File: src/rtl/short_preamble_gen.sv
`default_nettype none
// ============================================================================
// Module   : short_preamble_gen
// Brief    : L-STF (802.11a/g short training field) transmit generator.
//            Streams NUM_REPS repetitions of the 16-sample short symbol as
//            packed {I,Q} samples over a valid/ready interface, with optional
//            first-sample windowing and a per-burst gain shift.
// Revision : 1.0 - initial release
// ============================================================================
module short_preamble_gen #(
    parameter int NUM_REPS = 10
) (
    input  logic        clock,
    input  logic        reset,
    input  logic        enable,
    input  logic        start,
    input  logic        abort,
    input  logic        window_en,
    input  logic [1:0]  scale_shift,
    output logic [31:0] sample_out,
    output logic        sample_out_valid,
    input  logic        sample_out_ready,
    output logic        sample_out_last,
    output logic        busy,
    output logic        done
);

    localparam logic [3:0] c_LAST_REP = 4'(NUM_REPS - 1);
    localparam logic [3:0] c_LAST_K   = 4'd15;

    typedef enum logic [0:0] {
        S_IDLE = 1'b0,
        S_RUN  = 1'b1
    } state_t;

    state_t      r_state, w_state_n;
    logic [3:0]  r_k, w_k_n;
    logic [3:0]  r_rep, w_rep_n;
    logic        r_win, w_win_n;
    logic [1:0]  r_shift, w_shift_n;
    logic [31:0] r_sample, w_sample_n;
    logic        r_valid, w_valid_n;
    logic        r_last, w_last_n;
    logic        r_busy, w_busy_n;
    logic        r_done, w_done_n;

    logic        w_fire;
    logic [3:0]  w_k_inc;
    logic [3:0]  w_rep_inc;

    // Short-symbol table, {I,Q} at a scale of 2^14.
    function automatic logic [31:0] rom_sample(input logic [3:0] k);
        case (k)
            4'd0:    rom_sample = { 16'sd754,   16'sd754};
            4'd1:    rom_sample = {-16'sd2163,  16'sd33};
            4'd2:    rom_sample = {-16'sd213,  -16'sd1294};
            4'd3:    rom_sample = { 16'sd2343, -16'sd213};
            4'd4:    rom_sample = { 16'sd1507,  16'sd0};
            4'd5:    rom_sample = { 16'sd2343, -16'sd213};
            4'd6:    rom_sample = {-16'sd213,  -16'sd1294};
            4'd7:    rom_sample = {-16'sd2163,  16'sd33};
            4'd8:    rom_sample = { 16'sd754,   16'sd754};
            4'd9:    rom_sample = { 16'sd33,   -16'sd2163};
            4'd10:   rom_sample = {-16'sd1294, -16'sd213};
            4'd11:   rom_sample = {-16'sd213,   16'sd2343};
            4'd12:   rom_sample = { 16'sd0,     16'sd1507};
            4'd13:   rom_sample = {-16'sd213,   16'sd2343};
            4'd14:   rom_sample = {-16'sd1294, -16'sd213};
            default: rom_sample = { 16'sd33,   -16'sd2163};
        endcase
    endfunction

    // Gain shift cannot overflow 16 bits (max 2343 << 3); the window halves
    // after scaling so the halving keeps the scaled sign.
    function automatic logic [31:0] shape(input logic [31:0] raw,
                                          input logic [1:0]  sh,
                                          input logic        win);
        logic signed [15:0] i_c;
        logic signed [15:0] q_c;
        i_c = $signed(raw[31:16]) <<< sh;
        q_c = $signed(raw[15:0])  <<< sh;
        if (win) begin
            i_c = i_c >>> 1;
            q_c = q_c >>> 1;
        end
        shape = {i_c, q_c};
    endfunction

    assign w_fire    = r_valid & sample_out_ready;
    assign w_k_inc   = r_k + 4'd1;
    assign w_rep_inc = (r_k == c_LAST_K) ? r_rep + 4'd1 : r_rep;

    // Next-state and next-output logic; enable low holds everything.
    always_comb begin
        w_state_n  = r_state;
        w_k_n      = r_k;
        w_rep_n    = r_rep;
        w_win_n    = r_win;
        w_shift_n  = r_shift;
        w_sample_n = r_sample;
        w_valid_n  = r_valid;
        w_last_n   = r_last;
        w_busy_n   = r_busy;
        w_done_n   = 1'b0;
        if (enable) begin
            case (r_state)
                S_IDLE: begin
                    // abort in the same cycle cancels the request
                    if (start && !abort) begin
                        w_state_n  = S_RUN;
                        w_k_n      = 4'd0;
                        w_rep_n    = 4'd0;
                        w_win_n    = window_en;
                        w_shift_n  = scale_shift;
                        w_sample_n = shape(rom_sample(4'd0), scale_shift, window_en);
                        w_valid_n  = 1'b1;
                        w_last_n   = 1'b0;
                        w_busy_n   = 1'b1;
                    end
                end
                default: begin
                    if (abort || (w_fire && r_last)) begin
                        w_state_n = S_IDLE;
                        w_k_n     = 4'd0;
                        w_rep_n   = 4'd0;
                        w_win_n   = 1'b0;
                        w_shift_n = 2'd0;
                        w_valid_n = 1'b0;
                        w_last_n  = 1'b0;
                        w_busy_n  = 1'b0;
                        w_done_n  = !abort;
                    end else if (w_fire) begin
                        // window applies to burst sample 0 only
                        w_k_n      = w_k_inc;
                        w_rep_n    = w_rep_inc;
                        w_sample_n = shape(rom_sample(w_k_inc), r_shift, 1'b0);
                        w_last_n   = (w_k_inc == c_LAST_K) && (w_rep_inc == c_LAST_REP);
                    end
                end
            endcase
        end
    end

    // State and registered outputs, synchronous active-low reset.
    always_ff @(posedge clock) begin
        if (!reset) begin
            r_state  <= S_IDLE;
            r_k      <= 4'd0;
            r_rep    <= 4'd0;
            r_win    <= 1'b0;
            r_shift  <= 2'd0;
            r_sample <= 32'd0;
            r_valid  <= 1'b0;
            r_last   <= 1'b0;
            r_busy   <= 1'b0;
            r_done   <= 1'b0;
        end else begin
            r_state  <= w_state_n;
            r_k      <= w_k_n;
            r_rep    <= w_rep_n;
            r_win    <= w_win_n;
            r_shift  <= w_shift_n;
            r_sample <= w_sample_n;
            r_valid  <= w_valid_n;
            r_last   <= w_last_n;
            r_busy   <= w_busy_n;
            r_done   <= w_done_n;
        end
    end

    assign sample_out       = r_sample;
    assign sample_out_valid = r_valid;
    assign sample_out_last  = r_last;
    assign busy             = r_busy;
    assign done             = r_done;

endmodule
`default_nettype wire
File: config.mk
export PLATFORM = sky130hd
export DESIGN_NAME = short_preamble_gen
export DESIGN_NICKNAME = d
export VERILOG_FILES = /design/src/rtl/short_preamble_gen.sv
export SDC_FILE = /design/constraint.sdc
export NUM_CORES = 1
export LEC_CHECK = 0
export BUFFER_PORTS_ARGS = -buffer_cell sky130_fd_sc_hd__buf_2
export CORE_MARGIN = 3
export CORE_UTILIZATION = 51
export CTS_BUF_LIST = sky130_fd_sc_hd__clkbuf_8
export DETAILED_ROUTE_END_ITERATION = 10
export PLACE_DENSITY_LB_ADDON = 0.25
export SLEW_MARGIN = 40
export SYNTH_ARGS = -nofsm -noshare
export SYNTH_HDL_FRONTEND = slang
export SYNTH_SLANG_ARGS = --single-unit
File: constraint.sdc
create_clock -name clock -period 3 [get_ports clock]
set_input_delay 0.75 -clock clock [delete_from_list [all_inputs] [get_ports clock]]
set_output_delay 0.75 -clock clock [all_outputs]
set_load 0.005 [all_outputs]
* Word-level counts from Yosys, hierarchy flattened *
Memories as Yosys holds them, arrays and structs flattened.
Index checks and enable logic that the tools add are counted.

storage, ports and cells
  word-level logic and storage cells = 62
  input bits = 9
  bits in read-only memories = 512
  bits in registers = 46
  memories = 1
  output and inout bits = 36

memories
  memory           words  width  rd ports  clocked after memory_dff  wr ports  RTL line  RTL
  (no name shown)  16     32     1         0                         0         53        case (k)

cells by class
  $add $sub $neg = 2
  mux-type cells = 30
  shifts and indexed selects = 3
  equality and inequality tests = 7
  bitwise logic cells = 1
  reduce and logical (&&, ||, !) cells = 10

operators with widths
  operator                number
  $mux 32                 8
  $mux 4                  8
  $sshl 16x2->16          2
  $sshl 11x2->16 const A  1
  $mux 15                 1
  $eq 4x4->1 const B      3
  $mux 1                  10
  $add 4x1->4 const B     2
  $reduce_and 4->1        2
  $mux 2                  3
  $reduce_and 3->1        2
  $ne 2x1->1 const B      2
  $logic_and 1x1->1       3
  $ne 3x1->1 const B      1
  $ne 2x2->1 const B      1
  $reduce_bool 2->1       1
  $and 1x1->1             1
  $logic_not 1->1         1
  $logic_or 1x1->1        1

* Longest topological paths before layout *
Gate-level depths: netlist of run 1.

  word-level depth = 10
  mapped depth = 9
  mapped depth without buffers = 8

* Worst setup path after synthesis of run 1 *
OpenSTA, ideal clock, no wires.

  kind = register to register
  start = reg r_k[0]
  end = reg r_sample[6], in the netlist sample_out[6]
  required time = 2.881 ns
  path slack = 0.677 ns
  cell stages (with the launch flop) = 10
  arrival = 2.204 ns
  library setup time = 0.119 ns
  period minus slack after synthesis = 2.323 ns
  buffers on the path = 1
  path through = dfxtp_1 -> buf_2 -> inv_1 -> ha_1 -> or2_2 -> mux2_2 -> nand2_1 -> a21boi_1 -> o221ai_1 -> o221a_2

on the way
  longest elaborated chain between the ends = 10

ends and longest elaborated chain
  element                 RTL line  RTL
  start, declared         37        logic [3:0] r_k, w_k_n;
  start signal, assigned  159       r_k <= w_k_n;
  $add 4x1->4             90        assign w_k_inc = r_k + 4'd1;
  $mem_v2 16x32           --
  $mux 32                 132       end else if (w_fire) begin
  $mux 32                 122       if (abort || (w_fire && r_last)) begin
  $mux 32                 106       case (r_state)
  $mux 32                 105       if (enable) begin
  $sshl 16x2->16          81        q_c = $signed(raw[15:0]) <<< sh;
  $mux 32                 132
  $mux 32                 122
  $mux 32                 106
  end signal, assigned    163       r_sample <= w_sample_n;
  end, declared           41        logic [31:0] r_sample, w_sample_n;

Every way passes these cells. The select of a mux whose other input is x is not followed.
A chain may end at the register's enable or synchronous reset.

* Worst setup path after layout of run 1 *
  start = reg r_k[1]
  end = reg r_sample[6], in the netlist sample_out[6]

The elaborated chain is that of the path after synthesis.

==> results of run 1 <==
-- per-layer routing --
layer  share of wire  track usage
met1            0.44        0.380
met4           0.025       0.0838
met5               0            0
met3            0.10       0.0670
met2            0.44        0.411
-- cells in the final DEF, fill, tap and decap left out, types with 4 or more instances in the layout --
cell      synthesis  final
nor2_1           58     58
dfxtp_1          46     46
buf_2             6     44
a21oi_1          43     43
nand2_1          38     38
o21ai_0          35     35
mux2i_1          21     21
buf_4             2     18
ha_1             15     15
mux2_2           12     12
nand3_1          10     10
o211ai_1         10     10
inv_1             8      9
a22oi_1           8      8
o22ai_1           8      8
nor2b_1           7      7
nor3_1            7      7
a211oi_1          7      7
clkbuf_8          0      6
and2_1            5      5
a21o_1            5      5
and3_1            5      5
o221a_2           5      5
o21a_1            4      4
a31oi_1           4      4
nand2b_1          4      4
o221ai_1          4      4
-- state kept, by name, indices dropped and copies added (netlist names) --
signal	count
r_shift	2
r_state	1
done	1
sample_out	32
r_rep	4
busy	1
r_k	4
sample_out_last	1
-- cell type report --
| cell class | instances | share of cell area |
|---|---|---|
| clock inverters | 2 | 0.00323 |
| well taps | 77 | 0.0248 |
| flip-flops and latches | 46 | 0.237 |
| clock buffers | 6 | 0.0213 |
| repair buffers | 62 | 0.0916 |
| inverters | 10 | 0.00968 |
| multi-input cells | 365 | 0.612 |
-- worst paths after layout --
| path | start | end | slack (ns) | cells after the start |
|---|---|---|---|---|
| max | r_k[1]$_SDFFE_PN0P_ | sample_out[6]$_SDFFE_PN0P_ | 0.27 | 9 |
| min | sample_out[13]$_SDFFE_PN0P_ | sample_out[13]$_SDFFE_PN0P_ | 0.49 | 2 |
| max reg2reg | r_k[1]$_SDFFE_PN0P_ | sample_out[6]$_SDFFE_PN0P_ | 0.27 | 9 |
| min reg2reg | sample_out[13]$_SDFFE_PN0P_ | sample_out[13]$_SDFFE_PN0P_ | 0.49 | 2 |
-- worst max-delay path, cell delays in order (launching register included) --
cell	delay, ns
dfxtp_1	0.40
buf_4	0.21
inv_1	0.10
ha_1	0.27
or2_2	0.34
mux2_2	0.34
nand2_1	0.10
a21boi_1	0.35
o221ai_1	0.24
o221a_2	0.29
-- cells by family (layout without fill, tap and decap cells) --
group / Yosys count / in the layout / share of synthesized area
adders and majority gates: 15 / 15 / 0.0540
xor gates and xnor gates: 4 / 4 / 0.0176
buffers and inverters: 44 / 80 / 0.0519
DFF: 46 / 46 / 0.265
muxes: 33 / 33 / 0.0994
and+or+nand+nor: 154 / 154 / 0.211
AOI/OAI and AO/OA: 159 / 159 / 0.301
-- report_power, final --
group          switching (W)  internal (W)  total (W)
logic               0.000110     0.0000697   0.000179
registers          0.0000141      0.000632   0.000646
clock network       0.000234      0.000188   0.000422
total               0.000358      0.000889    0.00125
-- metrics by stage --
stage,setup WS [ns],total power (W),instance area (um2),utilization,std cells
final,0.265,0.00125,3880,0.601,568
after CTS,0.352,0.00125,3880,0.601,568
after floorplan,0.677,0.000770,3470,-,455
after global routing,0.107,0.00130,3880,0.601,568
after detailed placement,0.377,0.000835,3780,0.586,560
after global placement,0.458,0.000833,3780,0.586,560
==> summary.txt, run 1 <==
Placed wire-length estimate - 7.68 mm
Clk_lat worst skew - 0.31 ns
Antenna-violating nets left - 0
First-pass GRT wire length - 16.8 mm
Post-synth EDFFs - 0
Mapped cell area - 0.00347 mm2
Die area - 0.00784 mm2
Core box area - 0.00646 mm2
Peak Freq - 366 MHz
Synthesized net count - 479
Hold slack - 0.495 ns
Mapped Cells - 455
Max Cap Viol - 0
Pin count of the biggest net entering global routing - 49
Peak VDD IR - 0.239 mV
Port bufs - 44
Num rows - 29
Dominant cells by area after synthesis - dfxtp_1, nor2_1, a21oi_1
Initial core utilization - 0.538
Slew of the pin with the lowest slew margin - 0.774 ns
Ys async rst share - 0
Crit. End Element - flop
Worst Hold Class - flop to flop
Residual DRC - 0
Critical path arrival - 2.94 ns
Layout filler cell count - 598
Area share of the largest cell type after synthesis - 0.265
Initial DRC Count - 397
DR vias - 3,677
Clk_skew - 0.00459 ns
GPL Wtd Cong - 0.970
Vias in the first global route - 3,378
Synth Register Bits - 46
# resized after CTS - 0
I/O pins - 45
All-Layer GR Usage - 0.271
PD cells - 322 mW/mm2
Seq/Total Area, Yosys - 0.265
Total Nets Final - 514
Area of the multi-input gates - 0.00237 mm2
CTS tree - built
Storage cell area - 921 um2
Startpoint types - flop
Clk slew on worst S/H paths - 0.09 ns
Worst setup path class - flop to flop
Vias per cell - 6.47
Worst Path Max Fanout - 11
Most used DFF post-synth - dfxtp_1
Yosys warnings - 0
Status - finished, final reports clean
DRT Pass-1 Iters - 6
DRT Wirelength - 10.3 mm
Final Cycle Share - 0.912
Layout cells sized above 1 - 0.187
Most area-hungry cell type in the Yosys netlist - dfxtp_1
Post-DR wirelength/cell - 18.1 um
Gr ovfl total - 0
LEAKAGE - 1.67 nW
Most common library cells after synthesis - nor2_1, dfxtp_1, a21oi_1
RSZ-0062 raised after global routing - no
Htree depth - 2
Clock Tree Buf Depth - 2
Diode count - 0
Period minus WS final - 2.73 ns
Die X - 88.5 um
Slew Limit Fails - 0
CTS Buf Count - 5
Worst relative slew slack - 0.482
Initial antenna violation count - 0
Post-synthesis average cell area - 7.64 um2
Post-synthesis cell type count - 63
Most common cell in the synthesized netlist - nor2_1
Die height - 88.5 um
Root Driver - clkbuf_8
Setup Fix Bufs, Post-CTS - 0
CTS hold repair buffers - 0
Total Neg Setup Slack - 0 ns
CP required - 3.21 ns
Final hold violations - 0
Num Clock Sinks - 46
Area delta synth->final - 11.6%
Final setup violation count - 0
No activity file was read; power rests on OpenSTA's default activity.
==> run 2, diff against run 1 <==
- CORE_ASPECT_RATIO: not set -> 1.1
==> run 2 against run 1 <==
Utilization rose by 1.2 points. Die area barely moved. Highest routed layer unchanged. Critical path depth did not move.
==> summary.txt, run 2 (synthesized netlist as in run 1, its figures left out) <==
Num rows - 30 (+3.4%)
Htree depth - 2 (unchanged)
Clk slew on worst S/H paths - 0.09 ns (about the same)
Diode count - 0 (unchanged)
LEAKAGE - 1.68 nW (+0.84%)
Slew of the pin with the lowest slew margin - 0.715 ns (-0.0588 ns)
I/O pins - 45 (unchanged)
Antenna-violating nets left - 0 (unchanged)
Final Cycle Share - 0.890 (-0.0218)
First-pass GRT wire length - 17.0 mm (+1.5%)
CP required - 3.20 ns (about the same)
Worst Path Max Fanout - 13 (+2)
CTS hold repair buffers - 0 (unchanged)
Hold Path Depth - 2 (unchanged)
Peak Freq - 375 MHz (+2.5%)
Initial core utilization - 0.545 (+0.00654)
Peak VDD IR - 0.234 mV (-2.3%)
Gr ovfl total - 0 (unchanged)
Residual DRC - 0 (unchanged)
CTS Buf Count - 5 (unchanged)
Vias in the first global route - 3,377 (-0.030%)
Clk_lat worst skew - 0.30 ns (about the same)
Post-DR wirelength/cell - 18.3 um (+0.63%)
Layout cells sized above 1 - 0.189 (+0.00165)
Initial DRC Count - 383 (-3.5%)
Die height - 92.6 um (+4.6%)
DRT Pass-1 Iters - 7 (+1)
R2R Path End - sample_out[6]$_SDFFE_PN0P_
RSZ-0062 raised after global routing - no
Worst Hold Class - flop to flop
DRT Wirelength - 10.4 mm (+1.3%)
Commonest non-fill, non-tap cell in the layout - nor2_1
Total Neg Setup Slack - 0 ns (unchanged)
Root Driver - clkbuf_8
R2R Path Start - r_k[1]$_SDFFE_PN0P_
Final hold violations - 0 (unchanged)
DR vias - 3,694 (+0.46%)
CTS tree - built
Period minus WS final - 2.67 ns (-0.0654 ns)
Port bufs - 44 (unchanged)
Worst setup path class - flop to flop
Final setup violation count - 0 (unchanged)
Total power - 0.00129 W (+3.4%)
Clock Tree Buf Depth - 2 (unchanged)
# resized after CTS - 0 (unchanged)
Hold Path Origin - sample_out[14]$_SDFFE_PN0P_
Clk_skew - 0.00754 ns (+0.00295 ns)
Num Clock Sinks - 46 (unchanged)
Initial antenna violation count - 0 (unchanged)
Vias per cell - 6.46 (-0.24%)
Hold Path End - sample_out[14]$_SDFFE_PN0P_
Crit. End Element - flop
Pin count of the biggest net entering global routing - 30 (-39%)
Slew Limit Fails - 0 (unchanged)
PD cells - 330 mW/mm2 (+2.6%)
Startpoint types - flop
Placed wire-length estimate - 7.69 mm (about the same)
Status - finished, final reports clean
Setup Fix Bufs, Post-CTS - 0 (unchanged)
All-Layer GR Usage - 0.265 (-0.00657)
Critical path arrival - 2.87 ns (-0.07 ns)
Max FFs per register - 32 (unchanged)
Core box area - 0.00638 mm2 (-1.2%)
Worst r2r path cells - 9 (unchanged)
Worst relative slew slack - 0.522 (+0.0394)
Area delta synth->final - 12.5%
Layout filler cell count - 597 (-0.17%)
Die area - 0.00784 mm2 (about the same)
Die X - 84.7 um (-4.3%)
Total Nets Final - 515 (+0.19%)
Max Cap Viol - 0 (unchanged)
Most frequent cells in the layout - nor2_1, dfxtp_1, buf_2, a21oi_1, nand2_1
R2r setup slk - 0.33 ns (+0.07 ns)
GPL Wtd Cong - 1.04 (+6.9%)
-- run 2: changes by cell type in the layout (fill, tap and decap cells not counted), sizes merged --
cell	previous run	this run
clkbuf	6	5
buf	62	63
bufinv	0	1
-- run 2: area by class of cell --
cell class	count	area [um2]	area share
Clock buffer	5	68.8	0.0176
Timing Repair Buffer	63	363	0.0928
Tap cell	80	100	0.0256
Clock inverter	3	37.5	0.00960
Inverter	10	37.5	0.00960
Multi-Input combinational cell	365	2380	0.609
Sequential cell	46	921	0.236
-- run 2: how the worst max path moves through the flow --
stage                                       to  depth (start not counted)                 from
floorplan           sample_out[6]$_SDFFE_PN0P_                          9  r_k[0]$_SDFFE_PN0P_
global placement    sample_out[6]$_SDFFE_PN0P_                          7  r_k[0]$_SDFFE_PN0P_
detailed placement  sample_out[6]$_SDFFE_PN0P_                          7  r_k[0]$_SDFFE_PN0P_
CTS                 sample_out[6]$_SDFFE_PN0P_                          7  r_k[0]$_SDFFE_PN0P_
global route        sample_out[5]$_SDFFE_PN0P_                          9  r_k[1]$_SDFFE_PN0P_
finish              sample_out[6]$_SDFFE_PN0P_                          9  r_k[1]$_SDFFE_PN0P_
-- run 2: worst max-delay path, stage by stage (launching register included) --
cell and delay (ns):
dfxtp_1 0.35, buf_4 0.19, inv_1 0.11, ha_1 0.29
or2_2 0.36, mux2_2 0.34, nand2_1 0.11, a21boi_1 0.36
o221ai_1 0.20, o221a_2 0.26
-- run 2: metal layers --
metal,vias to the layer above,wire length (um),track usage
li1,1758,-,-
met1,1723,4660,0.369
met2,187,4600,0.406
met3,26,872,0.0480
met4,0,312,0.0976
met5,-,0,0
-- run 2: power by group --
part	switching, W	internal, W	total [W]
sequential	0.0000149	0.000632	0.000647
clock	0.000222	0.000243	0.000465
combinational	0.000108	0.0000700	0.000178
-- run 2: through the flow --
stage	std cells	util	cell area, um2	hold slack, ns	worst slack, ns
after floorplan	455	-	3470	0.460	0.677
after global placement	564	0.595	3790	0.462	0.370
after detailed placement	564	0.595	3790	0.463	0.260
after CTS	572	0.611	3900	0.478	0.253
after global routing	572	0.613	3910	0.499	0.205
final	572	0.613	3910	0.474	0.331
==> run 3, diff against run 2 <==
- ABC_AREA: not set -> 1
- CORE_UTILIZATION: 51 -> 45
==> run 3 against run 2 <==
Fmax is 28% higher. Worst setup slack better by 0.59 ns. Via count is 11% lower. Clock power is 8.8% lower. Critical path depth is 4 higher. First-iteration DRC count is 1.3% lower. Clock skew is 0.0071 ns higher. Clock-buffer cell count is 1 higher. Critical endpoint is now sample_out[9]$_SDFFE_PN0P_. Largest cell class unchanged. Largest power group unchanged.
==> summary.txt, run 3 <==
Status - finished, final reports clean
Vias per cell - 5.38 (-17%)
Startpoint types - flop
Final Cycle Share - 0.693 (-0.197)
Met3 WL post-DR - 508 um (-42%)
Clk slew on worst S/H paths - 0.09 ns (about the same)
Most used DFF post-synth - dfxtp_1
RSZ-0062 raised after global routing - no
DR vias - 3,303 (-11%)
Placed wire-length estimate - 6.67 mm (-13%)
Worst r2r path cells - 13 (+4)
I/O pins - 45 (unchanged)
First-pass GRT wire length - 14.3 mm (-16%)
Initial core utilization - 0.475 (-0.0699)
Antenna-violating nets left - 0 (unchanged)
Clk_skew - 0.0147 ns (+0.00713 ns)
Yosys warnings - 0 (unchanged)
Core box area - 0.00675 mm2 (+5.8%)
CP required - 3.22 ns (+0.02 ns)
Slew of the pin with the lowest slew margin - 0.730 ns (+0.0153 ns)
Clock Tree Buf Depth - 2 (unchanged)
Most common cell in the synthesized netlist - nand2_1
# resized after CTS - 0 (unchanged)
Pre-CTS WS - 0.724 ns (+0.464 ns)
Htree depth - 2 (unchanged)
Area delta synth->final - 10.9%
Critical path arrival - 2.30 ns (-0.57 ns)
Initial antenna violation count - 0 (unchanged)
Area share of the largest cell type after synthesis - 0.288 (+0.0225)
Worst Path Max Fanout - 10 (-3)
Gr ovfl total - 0 (unchanged)
Total Neg Setup Slack - 0 ns (unchanged)
Layout cells sized above 1 - 0.167 (-0.0217)
Post-synthesis average cell area - 6.44 um2 (-16%)
Final setup violation count - 0 (unchanged)
Internal cell power - 0.000916 W (-3.0%)
Die area - 0.00817 mm2 (+4.2%)
Worst setup path class - flop to flop
PD cells - 367 mW/mm2 (+11%)
Initial DRC Count - 378 (-1.3%)
Peak Freq - 481 MHz (+28%)
Mapped Cells - 497 (+9.2%)
Mapped cell area - 0.00320 mm2 (-7.8%)
Num Clock Sinks - 46 (unchanged)
Clock Power Share - 0.325 (-0.036)
Port bufs - 44 (unchanged)
Slew Limit Fails - 0 (unchanged)
Num rows - 31 (+3.3%)
Seq/Total Area, Yosys - 0.288 (+0.0225)
Diode count - 0 (unchanged)
Hold slack - 0.469 ns (-0.00533 ns)
P_sw - 0.000389 W (+13%)
Die height - 94.5 um (+2.1%)
Post-synth EDFFs - 0 (unchanged)
DRT Pass-1 Iters - 5 (-2)
Worst Hold Class - flop to flop
Peak VDD IR - 0.273 mV (+17%)
Worst relative slew slack - 0.510 (-0.0117)
Setup Fix Bufs, Post-CTS - 0 (unchanged)
Hold Path Depth - 2 (unchanged)
Synthesized net count - 521 (+8.8%)
Routed wire length on met2 - 4.05 mm (-12%)
Combinational share of power - 0.170 (+0.032)
Final hold violations - 0 (unchanged)
Post-DR wirelength/cell - 14.4 um (-21%)
Residual DRC - 0 (unchanged)
CTS Buf Count - 5 (unchanged)
Synth Register Bits - 46 (unchanged)
Max Cap Viol - 0 (unchanged)
Period minus WS final - 2.08 ns (-0.591 ns)
Post-synthesis cell type count - 33 (-48%)
Total Nets Final - 555 (+7.8%)
Routed met1 length - 4.14 mm (-11%)
Root Driver - clkbuf_8
CTS hold repair buffers - 0 (unchanged)
Max FFs per register - 32 (unchanged)
Most frequent cells in the layout - nand2_1, nand3_1, inv_1, dfxtp_1, buf_2
Post-layout worst setup margin - 0.922 ns (+0.591 ns)
Pin count of the biggest net entering global routing - 29 (-3.3%)
Sw Ratio - 0.298 (+0.0306)
All-Layer GR Usage - 0.219 (-0.0460)
Sequential power share - 0.505 (+0.004)
LEAKAGE - 1.70 nW (+1.0%)
Commonest non-fill, non-tap cell in the layout - nand2_1
Dominant cells by area after synthesis - dfxtp_1, nand2_1, nand3_1
Crit. End Element - flop
Most common library cells after synthesis - nand2_1, nand3_1, dfxtp_1, inv_1, a21oi_1
Clk_lat worst skew - 0.31 ns (about the same)
CTS tree - built
Die X - 86.4 um (+2.1%)
Most area-hungry cell type in the Yosys netlist - dfxtp_1
Final cell utilization of the core - 0.526 (-0.0862)
Top sig layer - met4
Vias in the first global route - 2,963 (-12%)
Ys async rst share - 0 (unchanged)
DRT Wirelength - 8.84 mm (-15%)
GPL Wtd Cong - 0.972 (-6.3%)
run 3: worst max-delay path, stage by stage, from the launching register on:
cell     delay (ns)
dfxtp_1        0.32
buf_4          0.17
inv_1          0.20
ha_1           0.25
inv_1          0.06
nand2_1        0.08
nand3_1        0.18
nand2_1        0.10
nand2_1        0.14
nand3_1        0.12
nand3_1        0.12
nand3_1        0.12
nand2_1        0.10
inv_1          0.03
run 3: worst paths after layout:
kind | startpoint | end | slack, ns
worst min-delay path | sample_out[31]$_SDFFE_PN0P_ | sample_out[31]$_SDFFE_PN0P_ | 0.47
worst max register to register | r_k[0]$_SDFFE_PN0P_ | sample_out[9]$_SDFFE_PN0P_ | 0.92
worst min register to register | sample_out[31]$_SDFFE_PN0P_ | sample_out[31]$_SDFFE_PN0P_ | 0.47
worst max-delay path | r_k[0]$_SDFFE_PN0P_ | sample_out[9]$_SDFFE_PN0P_ | 0.92
run 3: power groups by stage:
stage,registers (W),logic (W),clock network [W]
2_1_floorplan,0.000672,0.000147,0
3_3_place_gp,0.000673,0.000219,0
3_5_place_dp,0.000674,0.000220,0
4_1_cts,0.000660,0.000221,0.000430
5_1_grt,0.000663,0.000250,0.000450
6_report,0.000660,0.000221,0.000424
run 3: routing by layer:
metal | global-route usage | vias up
li1 | - | 1700
met1 | 0.291 | 1480
met2 | 0.365 | 110
met3 | 0.0349 | 13
met4 | 0.0610 | 0
met5 | 0 | -
run 3: through the flow:
stage                     cell area (um2)  total power, W  cells
after floorplan                      3200        0.000819    497
after global placement               3450        0.000892    606
after detailed placement             3450        0.000894    606
after CTS                            3550         0.00131    614
after global routing                 3550         0.00136    614
final                                3550         0.00130    614
run 3: cell type report:
class / count / area, um2
fillers: 696 / 3200
multi-input cells: 377 / 1970
flip-flops and latches: 46 / 921
repair buffers: 51 / 273
inverters: 50 / 188
well taps: 82 / 103
clock buffers: 6 / 82.6
clock inverters: 2 / 16.3
run 3: cell families (layout without fill, tap and decap cells):
group / after synthesis / after routing / synth area share
xor gates and xnor gates: 2 / 2 / 0.00547
AOI/OAI and AO/OA: 83 / 83 / 0.159
DFF: 46 / 46 / 0.287
adders and majority gates: 15 / 15 / 0.0586
buffers and inverters: 74 / 109 / 0.0977
and+or+nand+nor: 277 / 277 / 0.392
